### config.mk
export PLATFORM = sky130hd
export DESIGN_NAME = tdc_enc_arbiter
export DESIGN_NICKNAME = d
export VERILOG_FILES = /design/src/rtl/tdc_enc_pkg.sv /design/src/rtl/tdc_enc_arbiter_encode8b3b.sv /design/src/rtl/tdc_enc_arbiter.sv
export SDC_FILE = /design/constraint.sdc
export NUM_CORES = 1
export LEC_CHECK = 0
export BUFFER_PORTS_ARGS = -buffer_cell sky130_fd_sc_hd__buf_2
export CAP_MARGIN = 20
export CORE_MARGIN = 2
export CORE_UTILIZATION = 42
export CTS_CLUSTER_DIAMETER = 50
export DETAILED_ROUTE_END_ITERATION = 8
export HOLD_SLACK_MARGIN = 0.08
export PLACE_DENSITY = 0.8
export SLEW_MARGIN = 20
export SYNTH_ARGS = -nofsm -noshare
export SYNTH_HDL_FRONTEND = slang
export SYNTH_SLANG_ARGS = --single-unit
### constraint.sdc
create_clock -name clk -period 2.8 [get_ports clk]
set_clock_uncertainty 0.1 [all_clocks]
set_input_delay 0.28 -clock clk [delete_from_list [all_inputs] [get_ports clk]]
set_output_delay 0.28 -clock clk [all_outputs]
set_load 0.1 [all_outputs]
### src/rtl/tdc_enc_pkg.sv
`default_nettype none
// ============================================================================
//  Module      : tdc_enc_pkg
//  Description : Shared types and constants for the TDC fine-code encoder
//                arbiter: FSM state encoding, result record, code width and
//                the default error threshold.
//  Revision    : 1.0 - initial release
// ============================================================================
package tdc_enc_pkg;

    // Width of one thermometer fine code
    localparam int THERM_W = 8;

    // Threshold used after reset and whenever the level input reads 0
    localparam logic [1:0] LVL_DEFAULT = 2'd1;

    // Widest channel index supported (N_CH up to 16)
    localparam int CH_W_MAX = 4;

    typedef enum logic [1:0] {
        IDLE  = 2'd0,
        RUN   = 2'd1,
        DRAIN = 2'd2
    } state_e;

    typedef struct packed {
        logic [CH_W_MAX-1:0] ch;
        logic [2:0]          code;
        logic                bubble;
        logic                error;
    } result_t;

endpackage
`default_nettype wire

### src/rtl/tdc_enc_arbiter_encode8b3b.sv
`default_nettype none
// ============================================================================
//  Module      : encode8b3b
//  Description : Combinational 8b thermometer -> 3b fine-code encoder with
//                bubble detection and an error flag when the spread between
//                the highest and lowest set bit reaches the threshold.
//  Revision    : 1.0 - initial release
// ============================================================================
module encode8b3b
    import tdc_enc_pkg::*;
(
    input  logic [THERM_W-1:0] therm_i,
    input  logic [1:0]         lvl_i,
    output logic [2:0]         code_o,
    output logic               bubble_o,
    output logic               error_o
);

    logic [2:0] w_hi;
    logic [2:0] w_lo;
    logic [2:0] w_dist;

    // Locate highest/lowest set bits, derive the modulo-8 spread and the code
    always_comb begin
        w_hi = 3'd0;
        for (int i = 1; i < THERM_W; i++) begin
            if (therm_i[i]) w_hi = i[2:0];
        end
        w_lo = 3'd7;
        for (int i = THERM_W - 2; i >= 0; i--) begin
            if (therm_i[i]) w_lo = i[2:0];
        end
        // Subtraction wraps naturally in 3 bits
        w_dist   = w_hi - w_lo;
        error_o  = (w_dist >= {1'b0, lvl_i});
        bubble_o = (w_dist != 3'd0);
        if (error_o)
            code_o = 3'd0;
        else if (w_dist <= 3'd1)
            code_o = w_lo;
        else
            code_o = w_lo + 3'd1;
    end

endmodule
`default_nettype wire

### src/rtl/tdc_enc_arbiter.sv
`default_nettype none
// ============================================================================
//  Module      : tdc_enc_arbiter
//  Description : Round-robin sharing of one encode8b3b cell between N_CH
//                fine-code requesters. Two-stage pipeline (capture, output)
//                with valid/ready backpressure and per-channel saturating
//                error counters.
//  Build macro : TDC_ENC_ERRCNT_EN - when defined, error counters, cnt_clr
//                and err_cnt are live; otherwise err_cnt reads 0.
//  Revision    : 1.0 - initial release
// ============================================================================
module tdc_enc_arbiter
    import tdc_enc_pkg::*;
#(
    parameter int N_CH  = 4,
    parameter int CH_W  = $clog2(N_CH),
    parameter int CNT_W = 8
) (
    input  logic                    clk,
    input  logic                    rst,
    input  logic                    enable,
    input  logic [1:0]              level,
    input  logic [N_CH-1:0]         ch_req,
    input  logic [THERM_W*N_CH-1:0] ch_code,
    output logic [N_CH-1:0]         ch_ack,
    output logic                    out_valid,
    input  logic                    out_ready,
    output logic [CH_W-1:0]         out_ch,
    output logic [2:0]              out_code,
    output logic                    out_bubble,
    output logic                    out_error,
    input  logic                    cnt_clr,
    output logic [N_CH*CNT_W-1:0]   err_cnt
);

    state_e               state_q;
    logic [1:0]           lvl_q;
    logic [CH_W-1:0]      ptr_q;
    logic                 s1_vld_q;
    logic [CH_W-1:0]      s1_ch_q;
    logic [THERM_W-1:0]   s1_code_q;
    logic                 out_valid_q;
    result_t              out_q;

    logic                 w_adv;
    logic                 w_load;
    logic                 w_gnt_found;
    logic [CH_W-1:0]      w_gnt_idx;
    logic                 w_grant;
    logic [2:0]           w_enc_code;
    logic                 w_enc_bubble;
    logic                 w_enc_error;

    // Channel index offset positions after base, wrapping modulo N_CH
    function automatic logic [CH_W-1:0] rr_idx(input logic [CH_W-1:0] base, input int off);
        int s;
        s = (int'(base) + off) % N_CH;
        return s[CH_W-1:0];
    endfunction

    assign w_adv   = !out_valid_q || out_ready;
    assign w_load  = w_adv && s1_vld_q;
    assign w_grant = (state_q == RUN) && w_adv && w_gnt_found;

    // Round-robin search starting just after the last winner
    always_comb begin
        w_gnt_found = 1'b0;
        w_gnt_idx   = ptr_q;
        for (int i = 1; i <= N_CH; i++) begin
            if (!w_gnt_found && ch_req[rr_idx(ptr_q, i)]) begin
                w_gnt_found = 1'b1;
                w_gnt_idx   = rr_idx(ptr_q, i);
            end
        end
    end

    // Grant pulse coincides with the edge that captures the code
    assign ch_ack = w_grant ? ({{(N_CH-1){1'b0}}, 1'b1} << w_gnt_idx) : '0;

    // Control FSM; threshold is latched only on leaving IDLE
    always_ff @(posedge clk) begin
        if (rst) begin
            state_q <= IDLE;
            lvl_q   <= LVL_DEFAULT;
        end else begin
            case (state_q)
                IDLE: begin
                    if (enable) begin
                        state_q <= RUN;
                        lvl_q   <= (level == 2'd0) ? LVL_DEFAULT : level;
                    end
                end
                RUN: begin
                    if (!enable) state_q <= DRAIN;
                end
                DRAIN: begin
                    if (enable)
                        state_q <= RUN;
                    else if (!s1_vld_q && !out_valid_q)
                        state_q <= IDLE;
                end
                default: state_q <= IDLE;
            endcase
        end
    end

    // Capture stage, output stage and round-robin pointer
    always_ff @(posedge clk) begin
        if (rst) begin
            ptr_q       <= CH_W'(N_CH - 1);
            s1_vld_q    <= 1'b0;
            s1_ch_q     <= '0;
            s1_code_q   <= '0;
            out_valid_q <= 1'b0;
            out_q       <= '0;
        end else begin
            if (w_grant) begin
                ptr_q     <= w_gnt_idx;
                s1_vld_q  <= 1'b1;
                s1_ch_q   <= w_gnt_idx;
                s1_code_q <= ch_code[w_gnt_idx*THERM_W +: THERM_W];
            end else if (w_adv) begin
                s1_vld_q  <= 1'b0;
            end
            if (w_adv) begin
                out_valid_q <= s1_vld_q;
                if (s1_vld_q) begin
                    out_q.ch     <= CH_W_MAX'(s1_ch_q);
                    out_q.code   <= w_enc_code;
                    out_q.bubble <= w_enc_bubble;
                    out_q.error  <= w_enc_error;
                end
            end
        end
    end

    encode8b3b u_enc (
        .therm_i  (s1_code_q),
        .lvl_i    (lvl_q),
        .code_o   (w_enc_code),
        .bubble_o (w_enc_bubble),
        .error_o  (w_enc_error)
    );

    assign out_valid  = out_valid_q;
    assign out_ch     = out_q.ch[CH_W-1:0];
    assign out_code   = out_q.code;
    assign out_bubble = out_q.bubble;
    assign out_error  = out_q.error;

    // Upper index bits exist only for the widest channel count
    logic w_unused_out_ch;
    assign w_unused_out_ch = ^out_q.ch;

`ifdef TDC_ENC_ERRCNT_EN
    generate
        for (genvar k = 0; k < N_CH; k++) begin : g_cnt
            logic [CNT_W-1:0] cnt_q;
            // Saturating count of error results loaded into the output stage
            always_ff @(posedge clk) begin
                if (rst || cnt_clr)
                    cnt_q <= '0;
                else if (w_load && w_enc_error && (s1_ch_q == CH_W'(k)) &&
                         (cnt_q != {CNT_W{1'b1}}))
                    cnt_q <= cnt_q + CNT_W'(1);
            end
            assign err_cnt[k*CNT_W +: CNT_W] = cnt_q;
        end
    endgenerate
`else
    assign err_cnt = '0;
    logic w_unused_cnt;
    assign w_unused_cnt = cnt_clr ^ w_load;
`endif

endmodule
`default_nettype wire
== After elaboration in Yosys (flattened, before gate mapping) ==
Index checks and enable logic that the tools add are counted.
Storage, ports and cells
  word-level logic and storage cells: 90
  bits of input ports: 43
  output and inout bits: 44
  bits in registers: 25
Cells by class
  shifts and indexed selects: 2
  order comparisons: 6
  add/subtract/negate cells: 6
  reductions and logical operators: 19
  equal/unequal tests: 5
  muxes and demuxes: 41
Operator list (count)
  variable part select 32 x 6 -> 8 bit: 1
  2-to-1 mux 3 bit: 10
  2-to-1 mux 2 bit: 13
  < comparator 2 x 3 -> 1 bit, second input constant: 4
  2-to-1 mux 1 bit: 12
  binary-select mux 1 bit (select 2 bit): 4
  logical AND 1 bit: 6
  one-hot mux 2 bit (3 select lines): 1
  zero test 1 bit: 5
  adder 2 x 1 -> 2 bit, second input constant: 2
  adder 2 bit, second input constant: 2
  zero test 2 bit: 2
  2-to-1 mux 4 bit: 1
  inequality test 2 bit, second input constant: 2
  AND reduction 2 bit: 2
  left shift 1 x 2 -> 4 bit, first input constant: 1
  adder 3 x 1 -> 3 bit, second input constant: 1
  greater-or-equal comparator 3 x 2 -> 1 bit: 1
  <= comparator 3 x 1 -> 1 bit, second input constant: 1
  inequality test 3 bit, second input constant: 1
  AND reduction 3 bit: 1
  nonzero test 3 bit: 1
  subtractor 3 bit: 1
  equality test 2 x 1 -> 1 bit, second input constant: 1
  other kinds (3): 3

== Depth between registers and ports, before layout ==
Gate-level depths: netlist (run 1).
  depth in word-level cells: 15
  gate-level depth with buffers: 12
  gate-level depth less buffers: 12

== By module ==
From an unflattened synthesis (run 1), not the netlist that was laid out.
Second synthesis, totals
  cell total of the unflattened synthesis: 222
  area, all modules: 1960.6 µm²
Modules (own cells, without submodules)
  tdc_enc_arbiter: area each 1669.1 µm², sequential area each 500.5 µm², times used 1, cells each 184
  encode8b3b: area each 291.5 µm², sequential area each 0.0 µm², times used 1, cells each 38

== Worst setup path before layout (run 1) ==
No wires, ideal clock.
  path kind: register -> output
  from: reg out_valid_q, in the netlist out_valid
  to: out ch_ack[0]
  arrival: 3.613 ns
  stages on the path, launching flop included: 5
  setup slack: -1.193 ns
  data required time: 2.420 ns
  buffers on the path: 1
  cells stage by stage: dfxtp_1 -> nor2b_1 -> or3_1 -> clkbuf_1 -> nor3_1
Between the ends
  cells in the longest elaborated chain, start to end: 5
RTL lines
  from (decl): line tdc_enc_arbiter.sv:42  | logic out_valid_q;
  from (signal assigned): line tdc_enc_arbiter.sv:126  | out_valid_q <= s1_vld_q;
  zero test 1 bit: line tdc_enc_arbiter.sv:61  | assign w_adv = !out_valid_q || out_ready;
  logical OR 1 bit: line tdc_enc_arbiter.sv:61
  logical AND 1 bit (2 in series): line tdc_enc_arbiter.sv:63  | assign w_grant = (state_q == RUN) && w_adv && w_gnt_found;
  2-to-1 mux 4 bit: line tdc_enc_arbiter.sv:78  | assign ch_ack = w_grant ? ({{(N_CH-1){1'b0}}, 1'b1} << w_gnt_idx) : '0;
  to (decl): line tdc_enc_arbiter.sv:25  | output logic [N_CH-1:0] ch_ack,
No other way between the ends.

== Worst setup path in the final report (run 1) ==
  from: reg s1_code_q[5]
  to: reg out_q, in the netlist out_code[0]
Between the ends
  cells in the longest elaborated chain, start to end: 10
  elaborated cells between the ends (all ways): 15
  those cells by class: add/sub (2); order compare (2); mux (11)
RTL lines
  from (decl): line tdc_enc_arbiter.sv:41  | logic [THERM_W-1:0] s1_code_q;
  from (signal assigned): line tdc_enc_arbiter.sv:121  | s1_code_q <= ch_code[w_gnt_idx*THERM_W +: THERM_W];
  2-to-1 mux 2 bit (2 in series): line tdc_enc_arbiter_encode8b3b.sv:31  | if (therm_i[i]) w_lo = i[2:0];
  2-to-1 mux 3 bit (4 in series): line tdc_enc_arbiter_encode8b3b.sv:31
  subtractor 3 bit: line tdc_enc_arbiter_encode8b3b.sv:34  | w_dist = w_hi - w_lo;
  <= comparator 3 x 1 -> 1 bit: line tdc_enc_arbiter_encode8b3b.sv:39  | else if (w_dist <= 3'd1)
  2-to-1 mux 3 bit: line tdc_enc_arbiter_encode8b3b.sv:39
  2-to-1 mux 3 bit *: line tdc_enc_arbiter_encode8b3b.sv:37  | if (error_o)
  to (decl): line tdc_enc_arbiter.sv:43  | result_t out_q;
Mark *: on every way between the ends. The rest lies on a longest branch, timed or not.
A chain may end at the register's enable or synchronous reset.

==> results.txt, run 1 <==
Die W: 70.2 microns
Post-synth EDFFs: 0
Commonest non-fill, non-tap cell in the layout: buf_2
Syn_area_per_cell: 8.05 sq um
Hold depth: 3
Final setup fails: 1
Die extent in y: 70.2 microns
Simple-gate share of the synthesized area: 26.5%
RR Endpoint: out_code[0]
Synth unique cells: 40
Cell Rows: 24
CP startpoint kind: flop
Post-Syn Instances: 229
N_diodes: 0
Critical path, cell by cell: nand2b_4 > a21oi_2 > o21bai_1 > and2_1 > ha_2 > fa_1 > inv_2 > ha_4 > a21boi_4 > or4_4 > o41ai_2
Layout cell share with drive strength beyond 1: 33.3%
CTS root buf: clkbuf_8
WP data arrival: 2.94 ns
CTS tree: yes
R2r startpoint: s1_code_q[5]
Final wirelength: 4160 microns
CP max FO: 2
Initial antenna violation count: 0
Worst-path clk slew: 0.09 ns
GR Overflow Total: 0
I/O pin count: 87
Vias in the first global route: 1630
Power density over the cells: 630 nW/um^2
DRC: 0
Reg2Reg Depth: 11
FILL cells: 406
Clock buffer count from CTS: 3
Max Slew Vio Count: 0
Area growth, synth to finish: 25.5%
Smallest hold slack: 0.149 ns
Global-route wire length before repair: 6760 microns
Crit path time final: 2.86 ns
Hpwl dp: 3210 microns
Critical Path Sink Type: flop
Worst path top cell family by delay: adder cells
Largest family of logic cells by synthesized area: simple AND/OR/NAND/NOR gates
Worst Hold End: lvl_q[1]
DR vias: 1752
Vias per inst: 5.06
Hold_sp: level[1]
Synthesized cell area: 1840 sq um
Register bit total from synthesis: 25
Crit-path slowest cell: fa_1
Fin nets: 343
Core area: 4290 sq um
Failing checks: setup timing
Clk sinks: 25
RD Place Congestion: 0.781
Compound-cell area share of the yosys netlist: 22.8%
Finished Layout Cells: 346
Max-cap viol count: 0
Initial DRC count: 85
Required @ worst endpoint: 2.88 ns
Post-synthesis async set-or-reset flop share: 0%
Outcome: finished with violations
DR pass1 iterations: 4
Mux cell area share after synthesis: 0%
Fin crit share: 102%
Die Area: 4930 sq um
Post-Synth Adder-Cell Area: 3.80%
Worst-Skew Late Latency: 0.28 ns
Cells after DPL: 338
Ys flop type: dfxtp_1
Hold crit path type: in -> reg
Initial core utilization: 42.9%
Setup slack after layout: -0.0603 ns
Crit Path Category: reg -> reg
Final hold vios: 0
Clock Tree Buf Depth: 2
P_leak: 1.03 nW
Most frequent cells in the layout: 51 x buf_2, 32 x conb_1, 21 x dfxtp_1
Htree depth: 1
RSZ-0062 raised after global routing: true
Warnings from Yosys: 0
Worst reg2reg setup slack: -0.06 ns
Worst Tran Pin Value: 0.705 ns
FMAX: 0.350 GHz
CP Launch Point: s1_code_q[5]
GR Util All Layers: 16.3%
CP max stage delay: 0.52 ns
Buf+Inv Stages, Crit Path: 1
XOR/XNOR Fraction of Synth Area: 1.70%
Post-DRT Antenna Nets: 0
Peak supply drop: 268 uV
WL per Instance: 12.0 microns
Largest net degree at the start of global routing: 29
Register area share after synthesis: 27.2%
Port bufs: 53
Slew margin rel.: 53.0%
-- logic make-up (layout without fill, tap and decap cells) --
family	after synthesis	after routing
other	1	32
XOR/XNOR	2	2
adder cells (fa/ha/maj)	5	5
AND/OR/NAND/NOR	82	82
buffers and inverters	55	89
flip-flops	25	25
AO/OA/AOI/OAI	59	59
-- worst min-delay path: cells and delay by family --
kind / cells / cell delay (ns)
AOI/OAI and AO/OA: 1 / 0.05
buffers and inverters: 1 / 0.09
and+or+nand+nor: 1 / 0.07
-- synthesized netlist by cell type, drive strengths merged (2+ instances only) --
library cell,number,area [sq um]
nor2b,2,12.5
nor2,15,56.3
or2,2,12.5
a21oi,15,75.1
ha,4,50.1
nand3b,7,52.6
o21ai,4,20.0
or3,5,31.3
o21bai,4,30.0
o31ai,8,60.1
clkbuf,9,33.8
inv,11,41.3
nand2,9,33.8
o41ai,2,32.5
nor3,10,50.1
dfxtp,25,500
nor3b,16,120
buf,35,254
nand2b,8,50.1
a211oi,18,135
nor4,4,40.0
-- worst max path at each step --
stage | end | slack, ns | cells after the start
6_report | out_code[0] | -0.06 | 11
5_1_grt | out_code[0] | -0.15 | 11
4_1_cts | out_code[2] | -0.09 | 11
3_5_place_dp | out_code[0] | -0.11 | 11
3_3_place_gp | out_code[0] | -0.07 | 11
2_1_floorplan | ch_ack[0] | -0.33 | 4
-- state kept, by name, indices dropped and copies added, names as in the netlist, 2 cells and up --
name	count
lvl_q	2
out_ch	2
out_code	3
ptr_q	2
s1_ch_q	2
s1_code_q	8
state_q	2
-- routing by layer --
metal / GRT usage [%] / vias to the layer above / routed length, microns
li1: - / 891 / -
met4: 5.56 / 0 / 77
met1: 21.5 / 807 / 1890
met2: 27.3 / 45 / 2040
met5: 0 / - / 0
met3: 2.31 / 9 / 161
-- power by group --
group	internal (mW)	leakage (nW)	switching (mW)
Sequential	0.378	0.206	0.0165
Combinational	0.326	0.803	0.517
Clock	0.101	0.0217	0.119
Total	0.805	1.03	0.653
-- layout make-up --
class                           count  area [sq um]  area share [%]
Multi-Input combinational cell    180          1200            51.8
Inverter                           11          41.3            1.78
Sequential cell                    25           505            21.8
Clock inverter                      1          7.51           0.324
Timing Repair Buffer               74           455            19.7
Tap cell                           52          65.1            2.81
Clock buffer                        3          41.3            1.78
-- stage by stage --
step           instance area [sq um]  setup WS [ns]  power [mW]  utilization [%]  TNS (ns)
3_5_place_dp                    2190         -0.113        1.15             50.9    -0.146
2_1_floorplan                   1990         -0.335       0.998                -    -0.767
5_1_grt                         2310         -0.152        1.54             53.9    -0.373
3_3_place_gp                    2190        -0.0715        1.14             50.9   -0.0715
6_report                        2310        -0.0603        1.46             53.9   -0.0603
4_1_cts                         2290        -0.0876        1.42             53.3    -0.163
-- timing repair --
item                                    4_1_cts  5_1_grt
pin swaps                                     3        6
buffers inserted                              2        1
hold buffers                                  1        0
endpoints found under the setup margin        2        5
gates resized for setup                       6        5
hold endpoints to repair                      1        0
Note: power is estimated with default switching activity, not from simulation.
==> run 2: changes to the inputs <==
- SETUP_SLACK_MARGIN: not set -> 0.05
==> results.txt, run 2 (synthesis results as in run 1) <==
Port bufs: 53 (unchanged)
WL per Instance: 12.5 microns (was 12.0 microns)
Hold depth: 3 (unchanged)
Htree depth: 1 (unchanged)
Hold crit path type: in -> reg (unchanged)
Clk sinks: 25 (unchanged)
CTS root buf: clkbuf_8 (unchanged)
Worst Tran Pin Value: 0.699 ns (was 0.705 ns)
GR Util All Layers: 17.7% (was 16.3%)
Die Area: 4930 sq um (unchanged)
DR pass1 iterations: 4 (unchanged)
DR vias: 1793 (was 1752)
CP startpoint kind: flop (unchanged)
Worst-path clk slew: 0.09 ns (about the same)
Finished Layout Cells: 347 (was 346)
Vias in the first global route: 1735 (was 1630)
Hpwl dp: 3460 microns (was 3210 microns)
Global-route wire length before repair: 7310 microns (was 6760 microns)
CTS tree: yes (unchanged)
Die W: 70.2 microns (unchanged)
Final hold vios: 0 (unchanged)
Largest net degree at the start of global routing: 29 (unchanged)
Setup Slack @ Placement: -0.0948 ns (was -0.113 ns)
Fin area: 2360 sq um (was 2310 sq um)
Cell Rows: 24 (unchanged)
Max Slew Vio Count: 0 (unchanged)
RD Place Congestion: 0.794 (was 0.781)
FMAX: 0.351 GHz (was 0.350 GHz)
I/O pin count: 87 (unchanged)
N_diodes: 0 (unchanged)
Failing checks: setup timing (unchanged)
Power density over the cells: 632 nW/um^2 (was 630 nW/um^2)
Placed cell area: 2220 sq um (was 2190 sq um)
Outcome: finished with violations (unchanged)
Layout cell share with drive strength beyond 1: 35.6% (was 33.3%)
Required @ worst endpoint: 2.88 ns (about the same)
Slew margin rel.: 53.4% (was 53.0%)
Vias per inst: 5.17 (was 5.06)
Crit path time final: 2.85 ns (was 2.86 ns)
GR Overflow Total: 0 (unchanged)
Clock Tree Buf Depth: 2 (unchanged)
Initial core utilization: 42.9% (unchanged)
Peak supply drop: 335 uV (was 268 uV)
Fin nets: 344 (was 343)
Clock buffer count from CTS: 3 (unchanged)
Critical Path Sink Type: flop (unchanged)
Fin crit share: 102% (about the same)
Initial DRC count: 46 (was 85)
Layout Utilization: 54.9% (was 53.9%)
Area growth, synth to finish: 27.8% (was 25.5%)
WP data arrival: 2.93 ns (was 2.94 ns)
Crit Path Category: reg -> reg (unchanged)
Core area: 4290 sq um (unchanged)
Commonest non-fill, non-tap cell in the layout: buf_2 (unchanged)
Die extent in y: 70.2 microns (unchanged)
CP max FO: 2 (unchanged)
Final setup fails: 1 (unchanged)
Max-cap viol count: 0 (unchanged)
Max FFs per register: 8 (unchanged)
RSZ-0062 raised after global routing: true (unchanged)
Final wirelength: 4350 microns (was 4160 microns)
Initial antenna violation count: 0 (unchanged)
Reg2Reg Depth: 11 (unchanged)
Worst-Skew Late Latency: 0.27 ns (was 0.28 ns)
Setup slack after layout: -0.0464 ns (was -0.0603 ns)
Post-DRT Antenna Nets: 0 (unchanged)
Cells after DPL: 339 (was 338)
DRC: 0 (unchanged)
Biggest register: s1_code_q (unchanged)
Most frequent cells in the layout: 51 x buf_2, 32 x conb_1, 21 x dfxtp_1, 21 x buf_4, 18 x a211oi_1 (was 51 x buf_2, 32 x conb_1, 21 x dfxtp_1)
P_leak: 1.05 nW (was 1.03 nW)
## run 2: where the power goes
part / switching [mW] / internal (mW) / leakage, nW
combinational: 0.533 / 0.333 / 0.817
sequential: 0.0188 / 0.378 / 0.206
clock: 0.122 / 0.104 / 0.0261
total: 0.674 / 0.815 / 1.05
## run 2: what timing repair did
action | CTS | global route
cloned | 0 | 0
buffers inserted | 0 | 3
resized for setup | 3 | 9
hold endpoints to repair | 1 | 0
endpoints found under the setup margin | 3 | 6
pin swaps | 3 | 6
hold buffers | 1 | 0
## run 2: worst paths after layout
path / start / end / slack (ns)
setup reg to reg: s1_code_q[5] / out_code[2] / -0.05
setup / recovery: s1_code_q[5] / out_code[2] / -0.05
hold / removal: level[1] / lvl_q[1] / 0.16
hold reg to reg: s1_ch_q[1] / out_ch[1] / 0.36
## run 2: through the flow
step	TNS, ns	hold slack, ns	power, mW
final	-0.0464	0.165	1.49
after global routing	-0.264	0.193	1.58
after CTS	-0.0734	0.155	1.43
after detailed placement	-0.0948	0.346	1.19
after global placement	-0.0137	0.344	1.17
after floorplan	-0.714	0.258	1.02
## run 2: per-layer routing
layer | vias up | GRT usage, % | wire length (microns) | share of wire, %
li1 | 889 | - | - | -
met1 | 849 | 20.0 | 1850 | 42
met2 | 49 | 33.0 | 2230 | 51
met3 | 6 | 4.76 | 232 | 5.3
met4 | 0 | 3.63 | 45 | 1.0
met5 | - | 0 | 0 | 0
## run 2: cell type report
type                       instances  area [sq um]
sequential                        25           505
inverter                          11          41.3
multi-input combinational        180          1230
clock inverter                     1          8.76
timing repair buffer              75           463
fill                             393          1940
tap                               52          65.1
clock buffer                       3          41.3
## run 2: worst max-delay path: stages (launching register included)
cell,delay (ns)
dfxtp_2,0.33
nand2b_4,0.13
a21oi_2,0.13
o21bai_1,0.10
and2_4,0.17
ha_4,0.15
fa_1,0.51
inv_2,0.06
ha_4,0.20
a21boi_4,0.13
or4_4,0.44
o41ai_2,0.31
==> run 3: changes to the inputs <==
--- a/constraint.sdc
+++ b/constraint.sdc
@@ -3,3 +3,3 @@
 set_input_delay 0.28 -clock clk [delete_from_list [all_inputs] [get_ports clk]]
 set_output_delay 0.28 -clock clk [all_outputs]
-set_load 0.1 [all_outputs]
+set_load 0.02 [all_outputs]
==> results.txt, run 3 (synthesis results as in run 1) <==
Largest net degree at the start of global routing: 29 (unchanged)
Die extent in y: 70.2 microns (unchanged)
RSZ-0062 raised after global routing: true (unchanged)
Sequential share of power: 32.1% (was 26.6%)
WP data arrival: 2.80 ns (was 2.93 ns)
Most frequent cells in the layout: 53 x buf_2, 32 x conb_1, 21 x dfxtp_1 (was 51 x buf_2, 32 x conb_1, 21 x dfxtp_1, 21 x buf_4, 18 x a211oi_1)
Max-cap viol count: 0 (unchanged)
Layout cell share with drive strength beyond 1: 33.1% (was 35.6%)
Clk sinks: 25 (unchanged)
Area of the multi-input gates: 1190 sq um (was 1230 sq um)
Hold crit path type: in -> reg (unchanged)
Final setup fails: 0 (was 1)
Core area: 4290 sq um (unchanged)
Vias per inst: 5.12 (was 5.17)
Commonest non-fill, non-tap cell in the layout: buf_2 (unchanged)
Setup slack after layout: 0.0748 ns (was -0.0464 ns)
Fin crit share: 97.3% (was 102%)
DR vias: 1767 (was 1793)
Final wirelength: 4230 microns (was 4350 microns)
Clk pwr share: 16.9% (was 15.2%)
Switching Power: 453 uW (was 674 uW)
FILL cells: 429 (was 393)
WL per Instance: 12.3 microns (was 12.5 microns)
Die W: 70.2 microns (unchanged)
Power density over the cells: 546 nW/um^2 (was 632 nW/um^2)
Final hold vios: 0 (unchanged)
DR pass1 iterations: 4 (unchanged)
Clock Tree Buf Depth: 2 (unchanged)
CP max FO: 2 (unchanged)
CP startpoint kind: flop (unchanged)
Fin nets: 342 (was 344)
Post-DRT Antenna Nets: 0 (unchanged)
Critical Path Sink Type: flop (unchanged)
Initial DRC count: 71 (was 46)
FMAX: 0.367 GHz (was 0.351 GHz)
Required @ worst endpoint: 2.88 ns (about the same)
Die Area: 4930 sq um (unchanged)
Biggest register: s1_code_q (unchanged)
Cell Rows: 24 (unchanged)
DRC: 0 (unchanged)
Peak supply drop: 297 uV (was 335 uV)
Sequential cell area: 505 sq um (unchanged)
P_leak: 1.03 nW (was 1.05 nW)
Crit path time final: 2.73 ns (was 2.85 ns)
CTS root buf: clkbuf_8 (unchanged)
Setup Slack @ Placement: -0.0914 ns (was -0.0948 ns)
Max Slew Vio Count: 0 (unchanged)
Initial core utilization: 42.9% (unchanged)
Vias in the first global route: 1680 (was 1735)
I/O pin count: 87 (unchanged)
GR Overflow Total: 0 (unchanged)
Max FFs per register: 8 (unchanged)
Hpwl dp: 3330 microns (was 3460 microns)
Internal power: 785 uW (was 815 uW)
Placed cell area: 2160 sq um (was 2220 sq um)
Comb pwr share: 51.0% (was 58.1%)
RD Place Congestion: 0.837 (was 0.794)
Worst-path clk slew: 0.09 ns (about the same)
Switch share: 36.6% (was 45.3%)
CTS tree: yes (unchanged)
Fin area: 2270 sq um (was 2360 sq um)
Total power: 1.24 mW (was 1.49 mW)
GR Util All Layers: 17.1% (was 17.7%)
Worst-Skew Late Latency: 0.27 ns (about the same)
Clock buffer count from CTS: 3 (unchanged)
Crit Path Category: reg -> reg (unchanged)
Htree depth: 1 (unchanged)
Area growth, synth to finish: 23.1% (was 27.8%)
Initial antenna violation count: 0 (unchanged)
Outcome: completed (was finished with violations)
Slew margin rel.: 43.2% (was 53.4%)
Global-route wire length before repair: 7090 microns (was 7310 microns)
N_diodes: 0 (unchanged)
Port bufs: 53 (unchanged)
Worst Tran Pin Value: 0.846 ns (was 0.699 ns)
==> run 3: cell count changes in the layout (fill, tap and decap cells not counted), sizes merged <==
cell	delta
inv	-1
clkinv	+1
buf	-2
==> run 3: layout make-up <==
class                      count  share of cell area, %
clock inverter                 1                  0.221
inverter                      11                   1.82
multi-input combinational    180                   52.6
sequential                    25                   22.3
tap                           52                   2.87
clock buffer                   3                   1.82
timing repair buffer          73                   18.4
==> run 3: worst max-delay path, cell delays in order, from the launching register on <==
cell	delay, ns
dfxtp_2	0.32
nand2b_4	0.13
a21oi_2	0.12
o21bai_1	0.09
and2_4	0.15
ha_2	0.17
fa_1	0.52
inv_2	0.06
ha_4	0.20
a21boi_4	0.14
or4_4	0.43
o41ai_2	0.21
==> run 3: stage by stage <==
stage	utilization (%)	hold WS [ns]	instances	setup TNS (ns)
finish	52.8	0.164	345	0
global route	52.8	0.163	345	0
CTS	51.7	0.0823	344	-0.0309
detailed placement	50.3	0.354	338	-0.151
global placement	50.3	0.346	338	-0.0152
floorplan	-	0.258	260	-0.0895
==> run 3: worst paths after layout <==
path / startpoint / end / slack, ns / depth (start not counted)
min: level[1] / lvl_q[1] / 0.16 / 3
min reg2reg: s1_ch_q[0] / out_ch[0] / 0.35 / 2
max: s1_code_q[5] / out_code[2] / 0.07 / 11
max reg2reg: s1_code_q[5] / out_code[2] / 0.07 / 11
==> run 3: power groups by stage <==
stage / clock network (mW) / registers (mW) / logic [mW]
floorplan: 0 / 0.410 / 0.412
global placement: 0 / 0.403 / 0.558
detailed placement: 0 / 0.404 / 0.573
CTS: 0.214 / 0.396 / 0.584
global route: 0.232 / 0.401 / 0.683
finish: 0.209 / 0.397 / 0.631
==> run 3: repair_timing <==
action	CTS	global route
endpoints found under the hold margin	0	1
resized for setup	0	10
setup buffers	2	0
pin swaps	4	2
hold buffers	0	1
setup endpoints to repair	3	4
==> run 3: per-layer routing <==
layer	GRT usage, %	vias up	share of wire [%]
met5	0	-	0
met4	4.70	0	0.73
met2	31.4	54	51
met1	20.8	818	44
met3	2.16	4	4.6
li1	-	891	-
